**config.mk**
```make
export PLATFORM = sky130hd
export DESIGN_NAME = ones_counter_bist_ctrl_flat
export DESIGN_NICKNAME = d
export VERILOG_FILES = /design/src/rtl/ones_counter_bist_ctrl_if.sv /design/src/rtl/ones_counter_bist_ctrl.sv /design/src/flat_wrapper.sv
export SDC_FILE = /design/constraint.sdc
export NUM_CORES = 1
export LEC_CHECK = 0
export BUFFER_PORTS_ARGS = -buffer_cell sky130_fd_sc_hd__buf_4
export CAP_MARGIN = 10
export CORE_AREA = 2 2 74 76
export CTS_BUF_LIST = sky130_fd_sc_hd__clkbuf_16
export CTS_CLUSTER_DIAMETER = 80
export DETAILED_ROUTE_END_ITERATION = 7
export DIE_AREA = 0 0 76 78
export GPL_ROUTABILITY_DRIVEN = 1
export HOLD_SLACK_MARGIN = 0.05
export SYNTH_ARGS = -nofsm -noshare
export SYNTH_HDL_FRONTEND = slang
export SYNTH_SLANG_ARGS = --single-unit
```
**constraint.sdc**
```tcl
create_clock -name clk -period 1.4 [get_ports clk]
set_input_delay 0.14 -clock clk [delete_from_list [all_inputs] [get_ports clk]]
set_output_delay 0.14 -clock clk [all_outputs]
set_load 0.02 [all_outputs]
```
**src/rtl/ones_counter_bist_ctrl_if.sv**
```systemverilog
// Bus interface for the ones-counter BIST sequencer.
// master = the sequencer (drives the vector and results, reads start and both counter outputs).
// slave  = the environment (drives start and the counters, reads the vector and results).
interface ones_counter_bist_ctrl_if;
    logic       start;
    logic       a;
    logic       b;
    logic       c;
    logic       y1;
    logic       y0;
    logic       y11;
    logic       y00;
    logic       busy;
    logic       done;
    logic       pass;
    logic [3:0] err_count;
    logic       fail_valid;
    logic [2:0] first_fail_vec;

    modport master (
        input  start, y1, y0, y11, y00,
        output a, b, c, busy, done, pass, err_count, fail_valid, first_fail_vec
    );

    modport slave (
        output start, y1, y0, y11, y00,
        input  a, b, c, busy, done, pass, err_count, fail_valid, first_fail_vec
    );
endinterface

```
**src/rtl/ones_counter_bist_ctrl.sv**
```systemverilog
// Clocked self-checking sequencer for the 3-input ones counter.
// Walks {a,b,c} through 000..111, holds each vector SETTLE_CYCLES+2 cycles,
// compares the two counter implementations once per vector and reports
// pass/fail, the mismatch count and the first failing vector.
// SETTLE_CYCLES must be in 1..15.
// Optional macro ONES_BIST_GOLDEN_EN: also compare both implementations
// against a built-in a+b+c golden result.
module ones_counter_bist_ctrl #(
    parameter int unsigned SETTLE_CYCLES = 4
) (
    input logic                       clk,
    input logic                       rst,
    ones_counter_bist_ctrl_if.master  bus
);

    typedef enum logic [2:0] {
        S_IDLE,
        S_APPLY,
        S_WAIT,
        S_CHECK,
        S_DONE
    } state_t;

    localparam logic [3:0] SETTLE_LOAD = 4'(SETTLE_CYCLES);

    state_t     state_q, state_d;
    logic [2:0] vec_q, vec_d;
    logic [3:0] cnt_q, cnt_d;
    logic [2:0] abc_q, abc_d;
    logic       busy_q, busy_d;
    logic       done_q, done_d;
    logic       pass_q, pass_d;
    logic [3:0] err_count_q, err_count_d;
    logic       fail_valid_q, fail_valid_d;
    logic [2:0] first_fail_vec_q, first_fail_vec_d;
    logic       mismatch;

    // Result comparison; X/Z on any counter output is treated as a mismatch
    always_comb begin
        logic [1:0] res_a;
        logic [1:0] res_b;
`ifdef ONES_BIST_GOLDEN_EN
        logic [1:0] golden;
`endif
        res_a    = {bus.y1, bus.y0};
        res_b    = {bus.y11, bus.y00};
`ifdef ONES_BIST_GOLDEN_EN
        golden   = 2'({1'b0, vec_q[2]} + {1'b0, vec_q[1]} + {1'b0, vec_q[0]});
        mismatch = (res_a !== golden) || (res_b !== golden);
`else
        mismatch = (res_a !== res_b);
`endif
    end

    // Sequencer next-state and result bookkeeping
    always_comb begin
        state_d          = state_q;
        vec_d            = vec_q;
        cnt_d            = cnt_q;
        abc_d            = abc_q;
        pass_d           = pass_q;
        err_count_d      = err_count_q;
        fail_valid_d     = fail_valid_q;
        first_fail_vec_d = first_fail_vec_q;

        case (state_q)
            S_IDLE, S_DONE: begin
                if (bus.start) begin
                    state_d          = S_APPLY;
                    vec_d            = 3'd0;
                    pass_d           = 1'b0;
                    err_count_d      = 4'd0;
                    fail_valid_d     = 1'b0;
                    first_fail_vec_d = 3'd0;
                end
            end
            S_APPLY: begin
                abc_d   = vec_q;
                cnt_d   = SETTLE_LOAD;
                state_d = S_WAIT;
            end
            S_WAIT: begin
                cnt_d = cnt_q - 4'd1;
                if (cnt_q <= 4'd1) begin
                    state_d = S_CHECK;
                end
            end
            S_CHECK: begin
                if (mismatch) begin
                    err_count_d = err_count_q + 4'd1;
                    if (!fail_valid_q) begin
                        fail_valid_d     = 1'b1;
                        first_fail_vec_d = vec_q;
                    end
                end
                if (vec_q == 3'd7) begin
                    state_d = S_DONE;
                    pass_d  = (err_count_d == 4'd0);
                end else begin
                    vec_d   = vec_q + 3'd1;
                    state_d = S_APPLY;
                end
            end
            default: begin
                state_d = S_IDLE;
            end
        endcase

        busy_d = (state_d == S_APPLY) || (state_d == S_WAIT) || (state_d == S_CHECK);
        done_d = (state_d == S_DONE);
    end

    // State and registered outputs, synchronous reset
    always_ff @(posedge clk) begin
        if (rst) begin
            state_q          <= S_IDLE;
            vec_q            <= 3'd0;
            cnt_q            <= 4'd0;
            abc_q            <= 3'd0;
            busy_q           <= 1'b0;
            done_q           <= 1'b0;
            pass_q           <= 1'b0;
            err_count_q      <= 4'd0;
            fail_valid_q     <= 1'b0;
            first_fail_vec_q <= 3'd0;
        end else begin
            state_q          <= state_d;
            vec_q            <= vec_d;
            cnt_q            <= cnt_d;
            abc_q            <= abc_d;
            busy_q           <= busy_d;
            done_q           <= done_d;
            pass_q           <= pass_d;
            err_count_q      <= err_count_d;
            fail_valid_q     <= fail_valid_d;
            first_fail_vec_q <= first_fail_vec_d;
        end
    end

    assign bus.a              = abc_q[2];
    assign bus.b              = abc_q[1];
    assign bus.c              = abc_q[0];
    assign bus.busy           = busy_q;
    assign bus.done           = done_q;
    assign bus.pass           = pass_q;
    assign bus.err_count      = err_count_q;
    assign bus.fail_valid     = fail_valid_q;
    assign bus.first_fail_vec = first_fail_vec_q;

endmodule
```
**src/flat_wrapper.sv**
```systemverilog
// flat-port wrapper written by rule: the top's interface ports become plain ports
module ones_counter_bist_ctrl_flat 
#(
    parameter int unsigned SETTLE_CYCLES = 4
)
  (clk, rst, bus_start, bus_y1, bus_y0, bus_y11, bus_y00, bus_a, bus_b, bus_c, bus_busy, bus_done, bus_pass, bus_err_count, bus_fail_valid, bus_first_fail_vec);
  ones_counter_bist_ctrl_if bus_i ();
  input logic clk;
  input logic rst;
  input wire logic [$bits(bus_i.start)-1:0] bus_start;
  input wire logic [$bits(bus_i.y1)-1:0] bus_y1;
  input wire logic [$bits(bus_i.y0)-1:0] bus_y0;
  input wire logic [$bits(bus_i.y11)-1:0] bus_y11;
  input wire logic [$bits(bus_i.y00)-1:0] bus_y00;
  output wire logic [$bits(bus_i.a)-1:0] bus_a;
  output wire logic [$bits(bus_i.b)-1:0] bus_b;
  output wire logic [$bits(bus_i.c)-1:0] bus_c;
  output wire logic [$bits(bus_i.busy)-1:0] bus_busy;
  output wire logic [$bits(bus_i.done)-1:0] bus_done;
  output wire logic [$bits(bus_i.pass)-1:0] bus_pass;
  output wire logic [$bits(bus_i.err_count)-1:0] bus_err_count;
  output wire logic [$bits(bus_i.fail_valid)-1:0] bus_fail_valid;
  output wire logic [$bits(bus_i.first_fail_vec)-1:0] bus_first_fail_vec;
  assign bus_i.start = bus_start;
  assign bus_i.y1 = bus_y1;
  assign bus_i.y0 = bus_y0;
  assign bus_i.y11 = bus_y11;
  assign bus_i.y00 = bus_y00;
  assign bus_a = bus_i.a;
  assign bus_b = bus_i.b;
  assign bus_c = bus_i.c;
  assign bus_busy = bus_i.busy;
  assign bus_done = bus_i.done;
  assign bus_pass = bus_i.pass;
  assign bus_err_count = bus_i.err_count;
  assign bus_fail_valid = bus_i.fail_valid;
  assign bus_first_fail_vec = bus_i.first_fail_vec;
  ones_counter_bist_ctrl #(.SETTLE_CYCLES(SETTLE_CYCLES)) u_core (.clk(clk), .rst(rst), .bus(bus_i));
endmodule
```
==> results.md, run 1 <==
* Outcome: complete, but fails checks
* Failing checks: negative setup slack
* Setup Crit Path Kind: register to register
* Die width at approximately 76 um
* EDFF count, synth at 0
* Post-synthesis xor/xnor area fraction at 3.65%
* IO Count at 21
* Worst slew pin tran at ~0.35 ns
* Clock Latency Late Sink at between 0.2 and 0.3 ns
* Simple-gate area share of the yosys netlist at a little under a quarter
* DP Area at approximately 0.0015 sq mm
* Synth cell types at 38
* Syn. warnings at 0
* Post-synthesis adder-cell area fraction at 5.22%
* Initial DRT Pass Iterations at 4
* Largest cells by area after synthesis: dfxtp_1 (40%), nor2_1 (6.3%), a21oi_1 (5.4%)
* Setup WS post-layout at -0.000379 ns
* CTS tree: built
* Reg clk slew, reported paths at 0.06 ns
* Area of the core at just over 0.005 sq mm
* Post-route cell area at ~0.0018 sq mm
* Hold path startpoint: bus_start
* Worst hold path depth at 4
* Final Cycle Share at 100%
* Fraction of registers with async set/reset at 0%
* Die Ht at 78 um
* DR DRC count at 0
* Net Count, Synth at 150
* Arrival @ worst endpoint at ~1.6 ns
* PortBufs at 20
* Largest family of logic cells by synthesized area: simple AND/OR/NAND/NOR gates
* Final GP Congestion at around 0.75
* Finish-stage setup viols at 1
* Mux share of post-synthesis cell area at 5.01%
* Post-synthesis compound-gate area fraction at between 10% and 20%
* Htree depth at 1
* Initial antenna violation count at 0
* Max FO, Critical Path at 2
* Worst setup EP type: register
* Initial Utilization at 23.8%
* Critical path startpoint category: register
* Clock sink total at 24
* Routed WL at between 2000 and 3000 um
* Hold buffer count at CTS at 0
* GR Util All Layers at a little under a tenth
* Layout Nets at 189
* CTS Buffer Depth at 2
* Hold Fails Final Rpt at 0
* Clk root buf: clkbuf_16
* Syn avg cell area at roughly 8.7 sq um
* Fmax at 0.714 GHz
* Num CTS Buffers at 3
* Vias in the first global route at 1029
* Antenna cells at 0
* Flop-to-flop setup slack at -0.0004 ns
* RR Startpoint: u_core.cnt_q[2]
* Sequential fraction of the synthesis area at between 40% and 50%
* Rows at 26
* HPWL after DPL at between 1500 and 2000 um
* CP Data Required Time at between 1.5 and 2 ns
* Reg2Reg Depth at 3
* Wire per inst at 11.6 um
* Top cell type's share of synthesized area at between 40% and 50%
* Max Cap Violations at 0
* Reg2reg end: u_core.state_q[0]
* Grt total ovfl at 0
* Setup TNS at -0.000379 ns
* Antenna Nets Post-Route at 0
* Yosys reg bits at 24
* Netlist Area Pre-Place at ~0.0012 sq mm
* Layout area overhead at 48.1%
* Fin. max-slew vios at 0
* Peak VDD IR at approximately 0.0008 V
* Post-Synthesis Cells at roughly 140
* Worst Skew at between 0.002 and 0.0025 ns
* Hold Path End: u_core.bus.done
* Detailed router's first-iteration violation count at 43
* Largest net degree at the start of global routing at 24
* PD cells at 1200 mW/mm^2
* Minimum clock period after layout at between 1 and 1.5 ns
* Layout cells sized above 1 at between 30% and 40%
* Die Area at a little under 0.006 sq mm
* Via count at between 1000 and 1500
* Synth Flop Type: dfxtp_1
* Area leader, netlist: dfxtp_1
* Leakage at 0.732 nW
* Wire length of the first global-routing pass at between 4000 and 5000 um
* Rel. slew slack at around 76%
* Worst hold path class: input pin to register
* Vias per cell at ~4.6
* RSZ-0062 raised after global routing: true
-- placed cells by master (no fill, tap or decap), types with 3 or more instances in the layout --
cell,n
clkbuf_16,3
nand2_1,11
dfxtp_1,19
inv_1,3
nor2_1,18
mux2i_1,6
a21oi_1,9
a32o_1,3
buf_4,39
ha_1,3
nor3_2,3
dfxtp_2,5
xnor2_1,3
nand3b_1,4
a21oi_2,4
-- layer usage --
metal  up-vias  routed length (um)  GRT usage, %
li1        578                   -             -
met1       536                1380          12.8
met2        14                1370          15.8
met3         2                  85          2.33
met4         0                  13          1.64
met5         -                   0             0
-- final cells by class --
cell class,count,area [sq um]
Timing Repair Buffer,40,304
Fill cell,515,3270
Clock inverter,1,30.0
Inverter,3,11.3
Multi-Input combinational cell,105,781
Clock buffer,3,75.1
Tap cell,70,87.6
Sequential cell,24,487
-- sequential cells by signal (all words and copies together) (netlist names) --
signal / count
u_core.abc_q: 3
u_core.cnt_q: 4
u_core.bus.fail_valid: 1
u_core.bus.done: 1
u_core.bus.err_count: 4
u_core.bus.busy: 1
u_core.bus.first_fail_vec: 3
u_core.vec_q: 3
u_core.bus.pass: 1
u_core.state_q: 3
-- worst max path at each step --
stage / slack, ns / cells after the start / to / startpoint
global placement: -0.03 / 4 / u_core.cnt_q[3] / u_core.cnt_q[2]
floorplan: 0.002 / 5 / u_core.cnt_q[3] / u_core.state_q[1]
finish: -0.0004 / 3 / u_core.state_q[0] / u_core.cnt_q[2]
global route: -0.1 / 6 / u_core.bus.err_count[1] / u_core.state_q[1]
detailed placement: -0.04 / 4 / u_core.cnt_q[3] / u_core.cnt_q[2]
CTS: -0.01 / 3 / u_core.state_q[0] / u_core.cnt_q[2]
-- Yosys cell counts (all sizes together), types with 2 or more instances --
library cell / instances
a32o: 3
a21oi: 13
dfxtp: 24
o21ai: 3
a31oi: 2
a311oi: 2
and3: 2
a211oi: 2
nor2b: 2
buf: 2
xor2: 2
nor2: 20
nand2: 12
ha: 5
mux2i: 6
a21o: 2
nor3: 5
nand3b: 4
nor3b: 3
xnor2: 3
inv: 3
clkbuf: 4
-- metrics by stage --
step                utilization (%)  power, mW  hold slack [ns]  std cells  worst slack, ns
global placement               30.7       1.27            0.469        240          -0.0300
CTS                            33.3       2.11            0.212        245          -0.0105
detailed placement             30.7       1.27            0.467        240          -0.0417
floorplan                         -       1.09            0.230        138          0.00170
finish                         35.2       2.14            0.220        246        -0.000379
global route                   35.2       2.26            0.245        246          -0.0986
-- worst max-delay path: stages (launching register included) --
cell and delay, ns:
dfxtp_2 0.32, or4b_4 0.53, or3_4 0.38, a21oi_2 0.11
-- where the power goes --
group	total (mW)	leakage, nW	switching, mW	internal (mW)
clock network	0.808	0.0511	0.240	0.568
logic	0.561	0.485	0.280	0.281
registers	0.769	0.197	0.0358	0.733
total	2.14	0.732	0.556	1.58
-- kinds of logic after synthesis --
logic type               count (synthesis)
AND/OR/NAND/NOR                         55
AO/OA/AOI/OAI                           34
flip-flops                              24
buffers and inverters                    9
multiplexers                             6
XOR/XNOR                                 5
adder cells (fa/ha/maj)                  5
-- timing repair --
item	in CTS	in global routing
buffers inserted	1	1
gates resized for setup	6	23
pin swaps	4	5
endpoints found under the setup margin	3	14
No activity file was read; power rests on OpenSTA's default activity.
==> run 2: changes to the inputs <==
--- a/config.mk
+++ b/config.mk
@@ -8,7 +8,6 @@
 export BUFFER_PORTS_ARGS = -buffer_cell sky130_fd_sc_hd__buf_4
 export CAP_MARGIN = 10
 export CORE_AREA = 2 2 74 76
-export CTS_BUF_LIST = sky130_fd_sc_hd__clkbuf_16
 export CTS_CLUSTER_DIAMETER = 80
 export DETAILED_ROUTE_END_ITERATION = 7
 export DIE_AREA = 0 0 76 78
==> results.md, run 2 (same netlist as run 1, synthesis figures left out) <==
* Most frequent cells in the layout: buf_4 (39), dfxtp_1 (19), nor2_1 (18)
* CTS Buffer Depth at 2
* GR Util All Layers at about a tenth
* Detailed router's first-iteration violation count at 51
* Cell family with most CP delay: simple AND/OR/NAND/NOR gates
* RSZ-0062 raised after global routing: true
* Initial antenna violation count at 0
* Wire length of the first global-routing pass at 4730 um
* Worst hold path class: input pin to register
* Worst Path Buf+Inv at 0
* PD cells at 1120 mW/mm^2
* Routed WL at 2820 um
* PortBufs at 20
* Antenna Nets Post-Route at 0
* Die Area at 0.00593 sq mm
* DR DRC count at 0
* Worst path depth at 3
* Initial Utilization at between 20% and 30%
* Antenna cells at 0
* Initial DRT Pass Iterations at 4
* Wire per inst at ~11 um
* Crit. Startpoint: u_core.cnt_q[2]
* Layout area overhead at 45.0%
* Failing checks: negative setup slack
* HPWL after DPL at about 2000 um
* Max FO, Critical Path at 3
* Hold Fails Final Rpt at 0
* CP max-delay cell: or4b_4
* Worst setup EP type: register
* Leakage at between 0.7 and 0.8 nW
* Fin. max-slew vios at 0
* Final GP Congestion at 0.750
* Critical path destination: u_core.state_q[0]
* Worst path max stage delay at approximately 0.54 ns
* Finish-stage setup viols at 1
* Vias in the first global route at roughly 1000
* Worst slew pin tran at roughly 0.35 ns
* Worst Skew at 0.00250 ns
* Commonest non-fill, non-tap cell in the layout: buf_4
* Die Ht at approximately 78 um
* Setup Crit Path Kind: register to register
* Total power at around 1.9 mW
* CTS tree: built
* Via count at roughly 1100
* Layout Nets at 189
* RR Startpoint: u_core.cnt_q[2]
* Area of the core at between 0.005 and 0.006 sq mm
* Htree depth at 1
* Peak VDD IR at approximately 0.00073 V
* CP Data Required Time at approximately 1.6 ns
* IO Count at 21
* Grt total ovfl at 0
* Vias per cell at roughly 4.6
* Fmax at about 0.70 GHz
* Core Util, Final at ~34%
* Reg2reg end: u_core.state_q[0]
* Layout cells sized above 1 at 39.2%
* Setup WS post-layout at -0.0277 ns
* Clock Latency Late Sink at about 0.27 ns
* Rel. slew slack at approximately three quarters
* Critical path startpoint category: register
* Die width at roughly 76 um
* Flop-to-flop setup slack at -0.03 ns
* Num CTS Buffers at 3
* Max Cap Violations at 0
* Minimum clock period after layout at ~1.4 ns
* Outcome: complete, but fails checks
* Reg clk slew, reported paths at 0.09 ns
* Crit-path cells: or4b_4, or3_4, a21oi_2
* Clk root buf: clkbuf_8
* Rows at 26
* Reg2Reg Depth at 3
* Arrival @ worst endpoint at roughly 1.6 ns
* Clock sink total at 24
* Largest net degree at the start of global routing at 24
* Final Cycle Share at 102%
[run 2: per-stage QoR]
stage,cell area [sq um],TNS [ns],cells,hold slack (ns),worst slack [ns]
floorplan,1200,0,138,0.230,0.00170
global placement,1550,-0.0317,240,0.469,-0.0300
detailed placement,1550,-0.0597,240,0.467,-0.0417
CTS,1630,-0.0660,244,0.187,-0.0342
global route,1740,-0.411,246,0.216,-0.117
finish,1740,-0.0277,246,0.199,-0.0277
[run 2: timing repair]
item,CTS,global route
pin swaps,5,7
hold buffers,0,0
buffers inserted,0,2
gates resized for setup,5,23
hold endpoints to repair,0,0
cloned,0,0
setup endpoints to repair,6,14
[run 2: report_power, final]
group	leakage, nW	switching [mW]	internal, mW	total, mW
combinational	0.485	0.278	0.281	0.559
clock	0.0357	0.228	0.382	0.610
sequential	0.197	0.0368	0.734	0.771
total	0.717	0.543	1.40	1.94
[run 2: worst reg2reg max path: stages, from the launching register on]
cell,delay (ns)
dfxtp_2,0.33
or4b_4,0.54
or3_4,0.38
a21oi_2,0.12
[run 2: area by class of cell]
cell class | count | area [sq um]
inverter | 3 | 11.3
timing repair buffer | 40 | 304
tap | 70 | 87.6
sequential | 24 | 487
clock buffer | 3 | 41.3
fill | 523 | 3300
clock inverter | 1 | 30.0
multi-input combinational | 105 | 777
[run 2: worst min path at each step]
stage	startpoint	cells past startpoint	to	slack [ns]
after floorplan	rst	1	u_core.bus.busy	0.23
after CTS	bus_start	4	u_core.bus.done	0.19
after global placement	u_core.bus.first_fail_vec[1]	1	u_core.bus.first_fail_vec[1]	0.47
after global routing	rst	2	u_core.state_q[0]	0.22
after detailed placement	u_core.bus.first_fail_vec[0]	1	u_core.bus.first_fail_vec[0]	0.47
final	bus_start	4	u_core.bus.done	0.20
[run 2: per-layer routing]
layer | vias up | part of all wire, % | global-route usage, %
li1 | 576 | - | -
met1 | 527 | 50 | 12.9
met2 | 19 | 46 | 15.4
met3 | 2 | 3.7 | 2.33
met4 | 0 | 0.46 | 2.18
met5 | - | 0 | 0
==> run 3: changes to the inputs <==
--- a/config.mk
+++ b/config.mk
@@ -5,14 +5,17 @@
 export SDC_FILE = /design/constraint.sdc
 export NUM_CORES = 1
 export LEC_CHECK = 0
+export ABC_AREA = 1
 export BUFFER_PORTS_ARGS = -buffer_cell sky130_fd_sc_hd__buf_4
 export CAP_MARGIN = 10
-export CORE_AREA = 2 2 74 76
+export CORE_AREA = 2 2 73 75
 export CTS_CLUSTER_DIAMETER = 80
+export CTS_CLUSTER_SIZE = 14
 export DETAILED_ROUTE_END_ITERATION = 7
-export DIE_AREA = 0 0 76 78
+export DIE_AREA = 0 0 75 77
 export GPL_ROUTABILITY_DRIVEN = 1
 export HOLD_SLACK_MARGIN = 0.05
 export SYNTH_ARGS = -nofsm -noshare
 export SYNTH_HDL_FRONTEND = slang
 export SYNTH_SLANG_ARGS = --single-unit
+export TNS_END_PERCENT = 100
==> results.md, run 3 <==
* Outcome: completed
* Hold Fails Final Rpt at 0
* Switching share of total power at around 29%
* Max Cap Violations at 0
* Worst Skew at roughly 0.0013 ns
* # fillers at ~560
* Post-synthesis compound-gate area fraction at between 10% and 20%
* Total power at around 1.4 mW
* Met3 GRT Util at 2.76%
* Via count at just over 1000
* Fmax at ~0.78 GHz
* Final GP Congestion at approximately 0.80
* Area of the core at between 0.004 and 0.005 sq mm
* GR Util met1 at between 10% and 20%
* Antenna Nets Post-Route at 0
* Die Ht at roughly 77 um
* Mux share of post-synthesis cell area at 0%
* Largest cells by area after synthesis: dfxtp_1 (41%), nand2_1 (13%), a21oi_1 (9.1%)
* Sequential fraction of design power at a little over half
* Setup TNS at 0 ns
* Net Count, Synth at about 170
* Routed WL at roughly 2400 um
* Clock sink total at 24
* Worst slew pin tran at 0.216 ns
* Post-synthesis xor/xnor area fraction at 1.51%
* Clk root buf: clkbuf_8
* CTS Buffer Depth at 2
* Die Area at 0.00578 sq mm
* Minimum clock period after layout at 1.29 ns
* Placed cells at around 250
* Minimum hold slack at approximately 0.18 ns
* Layout area overhead at 26.0%
* Rows at 26
* Critical path startpoint category: register
* Setup Crit Path Kind: register to register
* Peak VDD IR at just under 0.0005 V
* Sequential fraction of the synthesis area at roughly two fifths
* Leakage at between 0.6 and 0.7 nW
* Synth Flop Type: dfxtp_1
* Clock Latency Late Sink at about 0.26 ns
* CTS tree: built
* Int Pwr at just over 1 mW
* Largest net degree at the start of global routing at 21
* Post-synthesis adder-cell area fraction at under 10%
* Antenna cells at 0
* Hold buffer count at CTS at 0
* Syn avg cell area at approximately 7.3 sq um
* Simple-gate area share of the yosys netlist at a little under a third
* PD cells at slightly below 1000 mW/mm^2
* CP Data Required Time at 1.61 ns
* RSZ-0062 raised after global routing: false
* Top cell type's share of synthesized area at about two fifths
* Initial Utilization at a little under a quarter
* HPWL after DPL at 1860 um
* Synth cell types at 22
* Layout Nets at around 200
* Num CTS Buffers at 3
* Initial antenna violation count at 0
* Largest family of logic cells by synthesized area: simple AND/OR/NAND/NOR gates
* Rel. slew slack at between 80% and 90%
* PortBufs at 20
* Grt total ovfl at 0
* Syn. warnings at 0
* Post-route cell area at ~0.0015 sq mm
* Die width at between 70 and 80 um
* Wire per inst at 9.71 um
* Worst setup EP type: register
* Reg clk slew, reported paths at 0.08 ns
* GR Util All Layers at under 10%
* Post-Synthesis Cells at 159
* Arrival @ worst endpoint at ~1.5 ns
* Vias per cell at approximately 4.1
* Synth top cells by count: nand2_1 (41), dfxtp_1 (24), a21oi_1 (21)
* Combinational power share at a little under a fifth
* Fraction of registers with async set/reset at 0%
* Initial DRT Pass Iterations at 4
* Netlist Area Pre-Place at about 0.0012 sq mm
* Detailed router's first-iteration violation count at 55
* M2 GR Usage at roughly 15%
* Max FO, Critical Path at 5
* Commonest non-fill, non-tap cell in the layout: nand2_1
* Cell with the most instances after synthesis: nand2_1
* Htree depth at 1
* Most frequent cells in the layout: nand2_1 (41), buf_4 (22), dfxtp_1 (22)
* Final Cycle Share at between 90 and 100%
* Worst hold path class: input pin to register
* Area leader, netlist: dfxtp_1
* Grt peak-use layer: met2
* Fin. max-slew vios at 0
* Clock power frac at between 20% and 30%
* DP Area at around 0.0014 sq mm
* Yosys reg bits at 24
* IO Count at 21
* EDFF count, synth at 0
* Wire length of the first global-routing pass at roughly 4300 um
* Vias in the first global route at around 980
* Finish-stage setup viols at 0
* Non-Filler Instances at ~250
* Layout cells sized above 1 at 25.3%
* DR DRC count at 0
* Switch Pwr at 413 uW
==> run 3: stage by stage <==
stage	util, %	setup WS [ns]
2_1_floorplan	-	0.136
3_3_place_gp	28.2	0.115
3_5_place_dp	28.2	0.0576
4_1_cts	29.0	0.0470
5_1_grt	29.3	0.00250
6_report	29.3	0.110
==> run 3: critical path, cell delays in order (launching register included) <==
cell and delay, ns:
dfxtp_4 0.37, ha_1 0.15, ha_2 0.18, inv_2 0.04, nand2_4 0.09, nand2_4 0.05
inv_2 0.04, nand2_1 0.05, nor2_2 0.09, nand3_2 0.07, a21oi_2 0.11
==> run 3: final cells by class <==
type | instances | area, sq um | area share [%]
Sequential cell | 24 | 485 | 33.2
Tap cell | 70 | 87.6 | 6.00
Timing Repair Buffer | 22 | 165 | 11.3
Multi-Input combinational cell | 113 | 606 | 41.5
Clock buffer | 3 | 41.3 | 2.83
Inverter | 20 | 75.1 | 5.14
==> run 3: repair_timing <==
item / 4_1_cts / 5_1_grt
setup buffers: 0 / 0
resized for setup: 0 / 7
endpoints found under the setup margin: 0 / 6
==> run 3: path summary, 6_finish.rpt <==
kind | from | end | slack, ns | depth (start not counted)
worst max-delay path | u_core.vec_q[0] | u_core.bus.pass | 0.11 | 10
worst min-delay path | rst | u_core.bus.pass | 0.18 | 2
worst max register to register | u_core.vec_q[0] | u_core.bus.pass | 0.11 | 10
worst min register to register | u_core.vec_q[0] | u_core.vec_q[0] | 0.46 | 1
==> run 3: per-layer routing <==
metal,vias up,wire (um)
li1,553,-
met2,17,1100
met1,460,1210
met5,-,0
met4,0,19
met3,4,119
==> run 3: logic make-up after synthesis <==
| logic type | Yosys count |
|---|---|
| simple gates | 77 |
| fa+ha+maj | 5 |
| xor+xnor | 2 |
| buf+inv | 22 |
| flops | 24 |
| compound gates | 29 |
==> run 3: power by group through the flow <==
stage | logic [mW] | clock network (mW) | registers, mW
2_1_floorplan | 0.187 | 0 | 0.774
3_3_place_gp | 0.266 | 0 | 0.767
3_5_place_dp | 0.271 | 0 | 0.767
4_1_cts | 0.273 | 0.421 | 0.750
5_1_grt | 0.316 | 0.445 | 0.757
6_report | 0.273 | 0.398 | 0.750
